$ cat src/rtl/onehot_bitmap_encoder_pkg.sv
// Shared types and sizing helpers for the serializing one-hot bitmap encoder.
// Optional feature macro: ONEHOT_ENC_ZERO_BEAT_EN (all-zero vectors emit a marker beat).
package onehot_enc_pkg;

  localparam int unsigned DEFAULT_WIDTH = 8;

  typedef enum logic {
    IDLE = 1'b0,
    EMIT = 1'b1
  } enc_state_e;

  // Index width for a request vector of width w.
  function automatic int unsigned idx_w(input int unsigned w);
    return $clog2(w);
  endfunction

endpackage

$ cat src/rtl/onehot_bitmap_encoder_if.sv
// Request-in / index-out handshake bundle for onehot_bitmap_encoder.
interface onehot_bitmap_encoder_if
  import onehot_enc_pkg::*;
#(
  parameter int unsigned WIDTH = DEFAULT_WIDTH
);
  localparam int unsigned IDX_W = idx_w(WIDTH);

  logic             in_valid;
  logic             in_ready;
  logic [WIDTH-1:0] in_vec;
  logic             out_valid;
  logic             out_ready;
  logic [IDX_W-1:0] out_idx;
  logic             out_last;
  logic             out_zero;

  // Producer/consumer side driving the encoder.
  modport master (
    output in_valid,
    output in_vec,
    output out_ready,
    input  in_ready,
    input  out_valid,
    input  out_idx,
    input  out_last,
    input  out_zero
  );

  // Encoder side.
  modport slave (
    input  in_valid,
    input  in_vec,
    input  out_ready,
    output in_ready,
    output out_valid,
    output out_idx,
    output out_last,
    output out_zero
  );

endinterface

$ cat src/rtl/onehot_bitmap_encoder_lsb_finder.sv
// Combinational lowest-set-bit finder: binary index, one-hot mask and single-bit flag.
module lsb_finder
  import onehot_enc_pkg::*;
#(
  parameter int unsigned WIDTH = DEFAULT_WIDTH,
  localparam int unsigned IDX_W = idx_w(WIDTH)
) (
  input  logic [WIDTH-1:0] vec_i,
  output logic [IDX_W-1:0] idx_o,
  output logic [WIDTH-1:0] mask_o,
  output logic             single_o
);

  logic [WIDTH-1:0] below_lsb;

  // Two's-complement trick isolates the lowest set bit; zero input gives zero mask.
  assign mask_o    = vec_i & (~vec_i + WIDTH'(1));
  assign below_lsb = vec_i - WIDTH'(1);
  assign single_o  = (vec_i != '0) && ((vec_i & below_lsb) == '0);

  // Scan high to low so the lowest set bit is written last.
  always_comb begin
    idx_o = '0;
    for (int i = WIDTH - 1; i >= 0; i--) begin
      if (vec_i[i]) begin
        idx_o = IDX_W'(i);
      end
    end
  end

endmodule

$ cat src/rtl/onehot_bitmap_encoder.sv
// Serializes a request bitmap into one binary index per output beat, lowest first.
// Optional feature macro: ONEHOT_ENC_ZERO_BEAT_EN (all-zero vector emits one out_zero beat).
module onehot_bitmap_encoder
  import onehot_enc_pkg::*;
#(
  parameter int unsigned WIDTH = DEFAULT_WIDTH
) (
  input  logic                    clk,
  input  logic                    rst,
  onehot_bitmap_encoder_if.slave  bus
);

  localparam int unsigned IDX_W = idx_w(WIDTH);

  enc_state_e       state_q, state_d;
  logic [WIDTH-1:0] pending_q, pending_d;
  logic             zero_q, zero_d;

  logic [IDX_W-1:0] lsb_idx;
  logic [WIDTH-1:0] lsb_mask;
  logic             lsb_single;
  logic             emit;
  logic             out_hs;

  lsb_finder #(.WIDTH(WIDTH)) u_lsb_finder (
    .vec_i    (pending_q),
    .idx_o    (lsb_idx),
    .mask_o   (lsb_mask),
    .single_o (lsb_single)
  );

  always_ff @(posedge clk) begin
    if (rst) begin
      state_q   <= IDLE;
      pending_q <= '0;
      zero_q    <= 1'b0;
    end else begin
      state_q   <= state_d;
      pending_q <= pending_d;
      zero_q    <= zero_d;
    end
  end

  assign emit   = (state_q == EMIT);
  assign out_hs = emit && bus.out_ready;

  // Next-state and handshake outputs; outputs depend on registered state (and rst) only.
  always_comb begin
    state_d       = state_q;
    pending_d     = pending_q;
    zero_d        = zero_q;
    bus.in_ready  = (state_q == IDLE) && !rst;
    bus.out_valid = emit;

    unique case (state_q)
      IDLE: begin
        if (bus.in_valid) begin
          pending_d = bus.in_vec;
          if (bus.in_vec != '0) begin
            state_d = EMIT;
          end else begin
`ifdef ONEHOT_ENC_ZERO_BEAT_EN
            state_d = EMIT;
            zero_d  = 1'b1;
`else
            state_d = IDLE;
`endif
          end
        end
      end
      EMIT: begin
        if (out_hs) begin
          pending_d = pending_q & ~lsb_mask;
          if (lsb_single || zero_q) begin
            state_d = IDLE;
            zero_d  = 1'b0;
          end
        end
      end
      default: begin
        state_d = IDLE;
      end
    endcase
  end

  assign bus.out_idx  = lsb_idx;
  assign bus.out_last = emit && (lsb_single || zero_q);
`ifdef ONEHOT_ENC_ZERO_BEAT_EN
  assign bus.out_zero = emit && zero_q;
`else
  assign bus.out_zero = 1'b0;
`endif

  // A stalled beat must hold until it is taken.
  a_hold_stall: assert property (@(posedge clk) disable iff (rst)
    (emit && !bus.out_ready) |=> (bus.out_valid && $stable(bus.out_idx) && $stable(bus.out_last)));

  // Never accept and emit in the same cycle.
  a_no_overlap: assert property (@(posedge clk) disable iff (rst)
    !(bus.in_ready && bus.out_valid));

endmodule

$ cat src/flat_wrapper.sv
// flat-port wrapper written by rule: the top's interface ports become plain ports
module onehot_bitmap_encoder_flat import onehot_enc_pkg::*;
#(
  parameter int unsigned WIDTH = DEFAULT_WIDTH
)
  (clk, rst, bus_in_valid, bus_in_vec, bus_out_ready, bus_in_ready, bus_out_valid, bus_out_idx, bus_out_last, bus_out_zero);
  onehot_bitmap_encoder_if #(.WIDTH(WIDTH)) bus_i ();
  input  logic clk;
  input  logic rst;
  input wire logic [$bits(bus_i.in_valid)-1:0] bus_in_valid;
  input wire logic [$bits(bus_i.in_vec)-1:0] bus_in_vec;
  input wire logic [$bits(bus_i.out_ready)-1:0] bus_out_ready;
  output wire logic [$bits(bus_i.in_ready)-1:0] bus_in_ready;
  output wire logic [$bits(bus_i.out_valid)-1:0] bus_out_valid;
  output wire logic [$bits(bus_i.out_idx)-1:0] bus_out_idx;
  output wire logic [$bits(bus_i.out_last)-1:0] bus_out_last;
  output wire logic [$bits(bus_i.out_zero)-1:0] bus_out_zero;
  assign bus_i.in_valid = bus_in_valid;
  assign bus_i.in_vec = bus_in_vec;
  assign bus_i.out_ready = bus_out_ready;
  assign bus_in_ready = bus_i.in_ready;
  assign bus_out_valid = bus_i.out_valid;
  assign bus_out_idx = bus_i.out_idx;
  assign bus_out_last = bus_i.out_last;
  assign bus_out_zero = bus_i.out_zero;
  onehot_bitmap_encoder #(.WIDTH(WIDTH)) u_core (.clk(clk), .rst(rst), .bus(bus_i));
endmodule
$ cat config.mk
export PLATFORM = sky130hd
export DESIGN_NAME = onehot_bitmap_encoder_flat
export DESIGN_NICKNAME = d
export VERILOG_FILES = /design/src/rtl/onehot_bitmap_encoder_pkg.sv /design/src/rtl/onehot_bitmap_encoder_if.sv /design/src/rtl/onehot_bitmap_encoder_lsb_finder.sv /design/src/rtl/onehot_bitmap_encoder.sv /design/src/flat_wrapper.sv
export SDC_FILE = /design/constraint.sdc
export NUM_CORES = 1
export LEC_CHECK = 0
export ABC_AREA = 1
export CAP_MARGIN = 40
export CELL_PAD_IN_SITES_DETAIL_PLACEMENT = 1
export CELL_PAD_IN_SITES_GLOBAL_PLACEMENT = 1
export CORE_MARGIN = 2
export CORE_UTILIZATION = 32
export DETAILED_ROUTE_END_ITERATION = 12
export MAX_ROUTING_LAYER = met4
export PLACE_DENSITY = 0.8
export SLEW_MARGIN = 10
export SYNTH_ARGS = -nofsm -noshare
export SYNTH_HDL_FRONTEND = slang
export SYNTH_SLANG_ARGS = --single-unit
$ cat constraint.sdc
create_clock -name clk -period 3.2 [get_ports clk]
set_input_delay 0.48 -clock clk [delete_from_list [all_inputs] [get_ports clk]]
set_output_delay 0.48 -clock clk [all_outputs]
set_load 0.03 [all_outputs]
# Word level (Yosys, flattened, before mapping)
# Cells that the tools add are included.
[op_classes]
add_sub_neg = 2
n_mul = 0
div_mod_pow = 0
magnitude_cmp = 0
eq_ne = 2
shift = 0
mux = 16
bitwise_logic = 6
n_reduce_logical = 9
[op_table]
columns = ["operator", "n"]
rows = [
  ["8-bit bitwise AND", 3],
  ["3-bit 2-to-1 mux", 8],
  ["8-bit 2-to-1 mux", 2],
  ["8-bit NOT", 2],
  ["8-bit case mux with 2 select lines", 1],
  ["8-bit nonzero test", 2],
  ["8-bit by 1-bit adder with 8-bit output (second input constant)", 1],
  ["8-bit zero test", 1],
  ["8-bit by 1-bit subtractor with 8-bit output (second input constant)", 1],
  ["1-bit logical AND", 4],
  ["1-bit 2-to-1 mux", 4],
  ["2-bit != test (second input constant)", 2],
  ["1-bit case mux with 2 select lines", 1],
  ["2-bit AND reduction", 1],
  ["1-bit zero test", 1],
  ["1-bit NOT", 1],
]
[totals]
register_bits = 9
latchBits = 0
mem_bits_rw = 0
rom_bits = 0
inputBits = 12
output_inout_bits = 7
wordCells = 37
memories = 0

# Depth between registers and ports, before layout
# Gate-level depths: netlist of the first run.
[depth]
ltp_word = 8
mapped_depth = 8
depth_no_buf = 8

# By module
# A second synthesis of the first run with hierarchy kept.
[hier_totals]
hier_cells = 111
hier_area_um2 = 671.9
[modules_own_cells]
columns = ["module", "instances", "cells_per_inst", "area_each_um2", "seq_area_each_um2"]
rows = [
  ["onehot_bitmap_encoder", 1, 62, 441.7, 180.2],
  ["lsb_finder", 1, 49, 230.2, 0.0],
]

# Worst setup path after synthesis of the first run
# OpenSTA, ideal clock, no wires.
[synth_path]
path_kind = "flip-flop to output port"
start = "register u_core.pending_q[4]"
end = "output port bus_out_idx[1]"
arrival_ns = 1.281
required_time_ns = 2.720
slack_ns = 1.439
path_stages_with_launch = 4
path_buffers = 0
cell_sequence = "dfxtp_1 > nor2_2 > o21ai_0 > a21boi_0"
[synth_via]
elab_chain_cells = 5
[synth_lines]
columns = ["element", "line", "source"]
rows = [
  ["from (decl)", "onehot_bitmap_encoder.sv:16", "logic [WIDTH-1:0] pending_q, pending_d;"],
  ["from (signal assigned)", "onehot_bitmap_encoder.sv:39", "pending_q <= pending_d;"],
  ["3-bit 2-to-1 mux (5 in series)", "onehot_bitmap_encoder_lsb_finder.sv:25", "if (vec_i[i]) begin"],
  ["to (decl)", "flat_wrapper.sv:15", "output wire logic [$bits(bus_i.out_idx)-1:0] bus_out_idx;"],
]
# No other way between the ends.

# Worst setup path in the final report of the first run
[layout_path]
start = "register u_core.pending_q[4]"
end = "output port bus_out_last"
[layout_via]
elab_chain_cells = 5
word_cells_on_any_way = 6
classes_between = "add/sub (1); bitwise (1); reduce/logical (4)"
[layout_lines]
columns = ["element", "line", "source"]
rows = [
  ["8-bit by 1-bit subtractor with 8-bit output", "onehot_bitmap_encoder_lsb_finder.sv:18", "assign below_lsb = vec_i - WIDTH'(1);"],
  ["8-bit bitwise AND", "onehot_bitmap_encoder_lsb_finder.sv:19", "assign single_o = (vec_i != '0) && ((vec_i & below_lsb) == '0);"],
  ["8-bit zero test", "onehot_bitmap_encoder_lsb_finder.sv:19", ""],
  ["1-bit logical AND *", "onehot_bitmap_encoder_lsb_finder.sv:19", ""],
  ["1-bit logical AND *", "onehot_bitmap_encoder.sv:87", "assign bus.out_last = emit && (lsb_single || zero_q);"],
  ["to (decl)", "flat_wrapper.sv:16", "output wire logic [$bits(bus_i.out_last)-1:0] bus_out_last;"],
]
# Every way passes the cells marked *; elsewhere a longest branch is shown, timed or not.

==> results_dict.tcl, run 1 <==
set metrics [dict create \
    status "complete, no violations" \
    vias 671 \
    nFillCells 257 \
    ys_seq_area_share_pct 29.15 \
    avgViaCountPerCell 4.827 \
    end_kind "output pin" \
    detail_route.wl_per_cell_um 12.93 \
    ir_worst_vdd_v 0.0002100 \
    grt_pass1_vias 612 \
    min_from "u_core.pending_q[0]" \
    htree_num_levels 1 \
    finalCritPeriodShare_pct 78.93 \
    routabilityCongestion 0.8220 \
    num-nets-final 127 \
    critPathLaunchType "flip-flop" \
    path_class "reg2out" \
    ioPinCount 19 \
    diodes 0 \
    clk_pin_slew_worst_paths_ps 60 \
    worstPathMaxFanout 5 \
    cp.arrival_ps 2050 \
    cts_max_path_buffers 2 \
    dr.pass1.iters 4 \
    hp-class "reg2reg" \
    synthesis.area_um2 618.1 \
    power_leakage_nw 0.3550 \
    die_w_um 47.95 \
    track_usage_pct 19.40 \
    rrSetupSlack_ps 1710 \
    antenna_found_initial 0 \
    cap_violations 0 \
    post-dp-hpwl_um 1432 \
    start_util_pct 35.04 \
    drive_gt1_share_pct 12.28 \
    clock_tree.root_cell "clkbuf_4" \
    mappedNetlistNets 108 \
    post-cts-setup-buffer-count 0 \
    ys.warnings.count 0 \
    dieHeight_um 47.95 \
    synthDistinctLibCells 25 \
    reg2reg_from "u_core.bus.out_valid" \
    drc 0 \
    cts_hold_buf 0 \
    first_iter_violations 11 \
    worstSetupStartpoint "u_core.pending_q[4]" \
    final_util_pct 46.45 \
    r2r_end "u_core.pending_q[3]" \
    core_mm2 0.001764 \
    rsz0062_at_grt "false" \
    fmax_mhz 395.9 \
    rows 15 \
    postSynthCellCount 96 \
    clk_latency_ps 270 \
    numPortBuffers 17 \
    finalHoldViolations 0 \
    routed_wl_um 1797 \
    critPathRequiredTime_ps 2720 \
    grt_overflow 0 \
    setup_violations 0 \
    grt_start_max_net_pins 13 \
    postCtsResizedCells 0 \
    ys_ff_latch 9 \
    cts_tree "done" \
    hold-worst-slack_ps 531.8 \
    ant_nets 0 \
    endpoint "bus_out_last" \
    finClkSkew_ps 1.613 \
    avgSynthCellArea_um2 6.438 \
    setup_tns_ps 0 \
    cts_buffers 3 \
    finalCriticalPeriod_ps 2526 \
    die_area_mm2 0.002299 \
    grt_pass1_wl_um 2891 \
    p_per_area_mw_per_mm2 501.0 \
    slew_viol_final 0 \
    area_delta_synth_final_pct 32.59 \
    clock_sinks 9 \
    r2r_cells 6 \
]
logic make-up (layout without fill, tap and decap cells):
family | Yosys count | count (layout) | synth area share (%)
and+or+nand+nor | 42 | 42 | 30.97
AOI/OAI and AO/OA | 29 | 29 | 27.33
buffers and inverters | 15 | 33 | 11.94
DFF | 9 | 9 | 29.15
other | 1 | 1 | 0.6067
critical path: stages, from the launching register on:
cell,delay (ps)
dfxtp_1,380
nor2_2,190
nand3_1,140
nand2_1,110
nand2_1,60
inv_1,70
nand3_1,80
nor2_1,90
clkdlybuf4s50_1,670
cells in the mapped netlist (all sizes together):
master,instances,area share (%)
nand3,5,4.0
nor4,2,2.0
a31oi,1,1.0
conb,1,0.61
o21ai,14,13
o22ai,1,1.0
nand2,24,15
dfxtp,9,29
o211ai,1,1.2
nor2,10,8.5
buf,3,4.3
nand4,1,1.0
o21bai,2,2.4
a21boi,1,1.2
a21oi,9,7.9
inv,12,7.7
where the power goes:
part	switching [mW]	internal, mW
logic	0.102	0.0711
registers	0.0199	0.125
clock network	0.0446	0.0483
total	0.167	0.244
per-stage QoR:
step / power (mW) / worst slack, ps / area, µm² / instances
4_1_cts: 0.4144 / 670.9 / 819.5 / 139
3_3_place_gp: 0.3171 / 919.2 / 793.3 / 135
3_5_place_dp: 0.3205 / 920.5 / 793.3 / 135
2_1_floorplan: 0.2601 / 1439 / 618.1 / 96
5_1_grt: 0.4360 / 592.0 / 819.5 / 139
6_report: 0.4106 / 674.3 / 819.5 / 139
cell type report:
class	instances	area, µm²	share of cell area, %
multi-input combinational	72	364.1	44.43
timing repair buffer	17	170.2	20.76
clock buffer	4	26.28	3.206
inverter	12	47.55	5.802
sequential	9	180.2	21.98
tap	25	31.28	3.817
metal layers:
metal  part of all wire (%)  track usage (%)
met4                    1.6            9.730
met3                    4.1            3.396
met1                     48            24.55
met5                      0                -
met2                     46            29.33
state kept, by name, summed over array words and instances (netlist names):
| signal | count |
|---|---|
| u_core.pending_q | 8 |
| u_core.bus.out_valid | 1 |
cell usage in the layout (no fill, tap or decap), types with 2 or more instances in the layout:
master	instances
o21ai_0	10
dfxtp_1	9
o21ai_1	2
inv_1	10
a21oi_1	8
clkdlybuf4s50_1	17
nand2_2	2
nand3_1	5
nor2_1	6
nand2_1	22
nor4_1	2
o21bai_1	2
o21ai_2	2
clkbuf_4	3
nor2_2	3
worst min-delay path by stage:
stage,end,slack (ps),cells past startpoint
3_5_place_dp,u_core.pending_q[0],520,2
6_report,u_core.pending_q[0],530,2
5_1_grt,u_core.pending_q[0],580,2
2_1_floorplan,u_core.pending_q[0],490,2
4_1_cts,u_core.pending_q[0],530,2
3_3_place_gp,u_core.pending_q[0],520,2
Note: power is estimated with default switching activity, not from simulation.
==> inputs of run 2 (changes only) <==
--- a/config.mk
+++ b/config.mk
@@ -10,10 +10,10 @@
 export CELL_PAD_IN_SITES_DETAIL_PLACEMENT = 1
 export CELL_PAD_IN_SITES_GLOBAL_PLACEMENT = 1
 export CORE_MARGIN = 2
-export CORE_UTILIZATION = 32
+export CORE_UTILIZATION = 27
 export DETAILED_ROUTE_END_ITERATION = 12
 export MAX_ROUTING_LAYER = met4
-export PLACE_DENSITY = 0.8
+export PLACE_DENSITY = 0.72
 export SLEW_MARGIN = 10
 export SYNTH_ARGS = -nofsm -noshare
 export SYNTH_HDL_FRONTEND = slang
==> constraint.sdc (replaced) <==
create_clock -name clk -period 2.25 [get_ports clk]
set_input_delay 0.3375 -clock clk [delete_from_list [all_inputs] [get_ports clk]]
set_output_delay 0.3375 -clock clk [all_outputs]
set_load 0.03 [all_outputs]
==> results_dict.tcl, run 2 (synthesis results as in run 1) <==
set metrics [dict create \
    start_util_pct 28.21 \
    finClkSkew_ps 4.505 \
    layout_common_cells "nand2_1 (22), clkdlybuf4s50_1 (15), o21ai_0 (10), inv_1 (10), dfxtp_1 (9)" \
    cts_hold_buf 0 \
    first_iter_violations 8 \
    place_area_um2 812.0 \
    slowest_stage "clkdlybuf4s50_1" \
    vias 703 \
    grt_overflow 0 \
    drc 0 \
    finalWorstSetupSlack_ps 146.6 \
    critPathTopFamily "buffers and inverters" \
    grt_start_max_net_pins 13 \
    clk_latency_ps 260 \
    status "complete, no violations" \
    numPortBuffers 17 \
    worstPathMaxFanout 5 \
    dr.pass1.iters 5 \
    met1_usage_pct 17.67 \
    cts_buffers 3 \
    hp-class "reg2reg" \
    cap_violations 0 \
    ir_worst_vdd_v 0.0002623 \
    finalCritPeriodShare_pct 93.49 \
    largest_reg_flops 8 \
    grt_pass1_wl_um 2898 \
    dieHeight_um 51.85 \
    clock_sinks 9 \
    ff_latch_area_um2 180.2 \
    finalCriticalPeriod_ps 2103 \
    final_cells 144 \
    grt.met3_usage_pct 2.586 \
    cp.arrival_ps 1770 \
    core_mm2 0.002191 \
    path_cells "nor2_2, o21ai_0, a21boi_0, clkdlybuf4s50_1" \
    clk_pin_slew_worst_paths_ps 70 \
    cts_tree "done" \
    post-dp-hpwl_um 1513 \
    rsz0062_at_grt "false" \
    regMostFlops "u_core.pending_q" \
    p_per_area_mw_per_mm2 695.5 \
    nFillCells 290 \
    grt_pass1_vias 658 \
    use_met2_pct 25.53 \
    postCtsResizedCells 1 \
    drive_gt1_share_pct 13.79 \
    critPathLaunchType "flip-flop" \
    end_kind "output pin" \
    cts_max_path_buffers 2 \
    finalHoldViolations 0 \
    area_delta_synth_final_pct 36.03 \
    power_leakage_nw 0.3767 \
    cpPeakStageDelay_ps 700 \
    top_usage_layer "met2" \
    ioPinCount 19 \
    detail_route.wl_per_cell_um 12.63 \
    antenna_found_initial 0 \
    layout_commonest_cell "nand2_1" \
    die_area_mm2 0.002688 \
    total_power_uw 584.8 \
    dp_cells 140 \
    die_w_um 51.85 \
    post-cts-setup-buffer-count 0 \
    rows 17 \
    htree_num_levels 1 \
    crit_buf_inv 1 \
    pre_cts_ws_ps 162.4 \
    ant_nets 0 \
    hold-worst-slack_ps 522.5 \
    path_class "reg2out" \
    critPathRequiredTime_ps 1910 \
    num-nets-final 129 \
    diodes 0 \
    avgViaCountPerCell 4.882 \
    setup_tns_ps 0 \
    multiInputGateArea_um2 364.1 \
    setup_violations 0 \
    routabilityCongestion 0.7808 \
    routed_wl_um 1819 \
    clock_tree.root_cell "clkbuf_4" \
    final_cell_area_um2 840.8 \
    track_usage_pct 15.35 \
    slew_viol_final 0 \
    fmax_mhz 475.4 \
    final_util_pct 38.38 \
]
-- run 2: cell count changes in the layout (fill, tap and decap cells not counted), sizes merged --
cell / change
clkdlybuf4s15: +1
dlymetal6s2s: +1
buf: +2
clkdlybuf4s50: -2
-- run 2: final cells by class --
type / instances / share of cell area [%]
Multi-Input combinational cell: 72 / 43.30
Sequential cell: 9 / 21.43
Timing Repair Buffer: 19 / 22.32
Clock buffer: 4 / 3.125
Tap cell: 28 / 4.167
Inverter: 12 / 5.655
-- run 2: per-layer routing --
layer	vias up	share of wire (%)
li1	358	-
met1	331	46
met2	12	51
met3	2	2.2
met4	0	1.0
met5	-	0
-- run 2: worst paths after layout --
kind | slack [ps] | startpoint | cells past startpoint | endpoint
worst min register to register | 520 | u_core.pending_q[0] | 2 | u_core.pending_q[0]
worst max-delay path | 150 | u_core.pending_q[4] | 4 | bus_out_idx[1]
worst min-delay path | 520 | u_core.pending_q[0] | 2 | u_core.pending_q[0]
worst max register to register | 900 | u_core.bus.out_valid | 6 | u_core.pending_q[3]
-- run 2: power breakdown --
| part | switching (mW) | internal, mW | total, mW |
|---|---|---|---|
| registers | 0.0236 | 0.177 | 0.201 |
| logic | 0.151 | 0.103 | 0.254 |
| clock network | 0.0614 | 0.0685 | 0.130 |
| total | 0.237 | 0.348 | 0.585 |
-- run 2: worst reg2reg max path, stage by stage, from the launching register on --
cell	delay (ps)
dfxtp_1	380
buf_4	180
nand2_1	70
nand2_1	300
inv_2	120
o21bai_1	160
inv_1	50
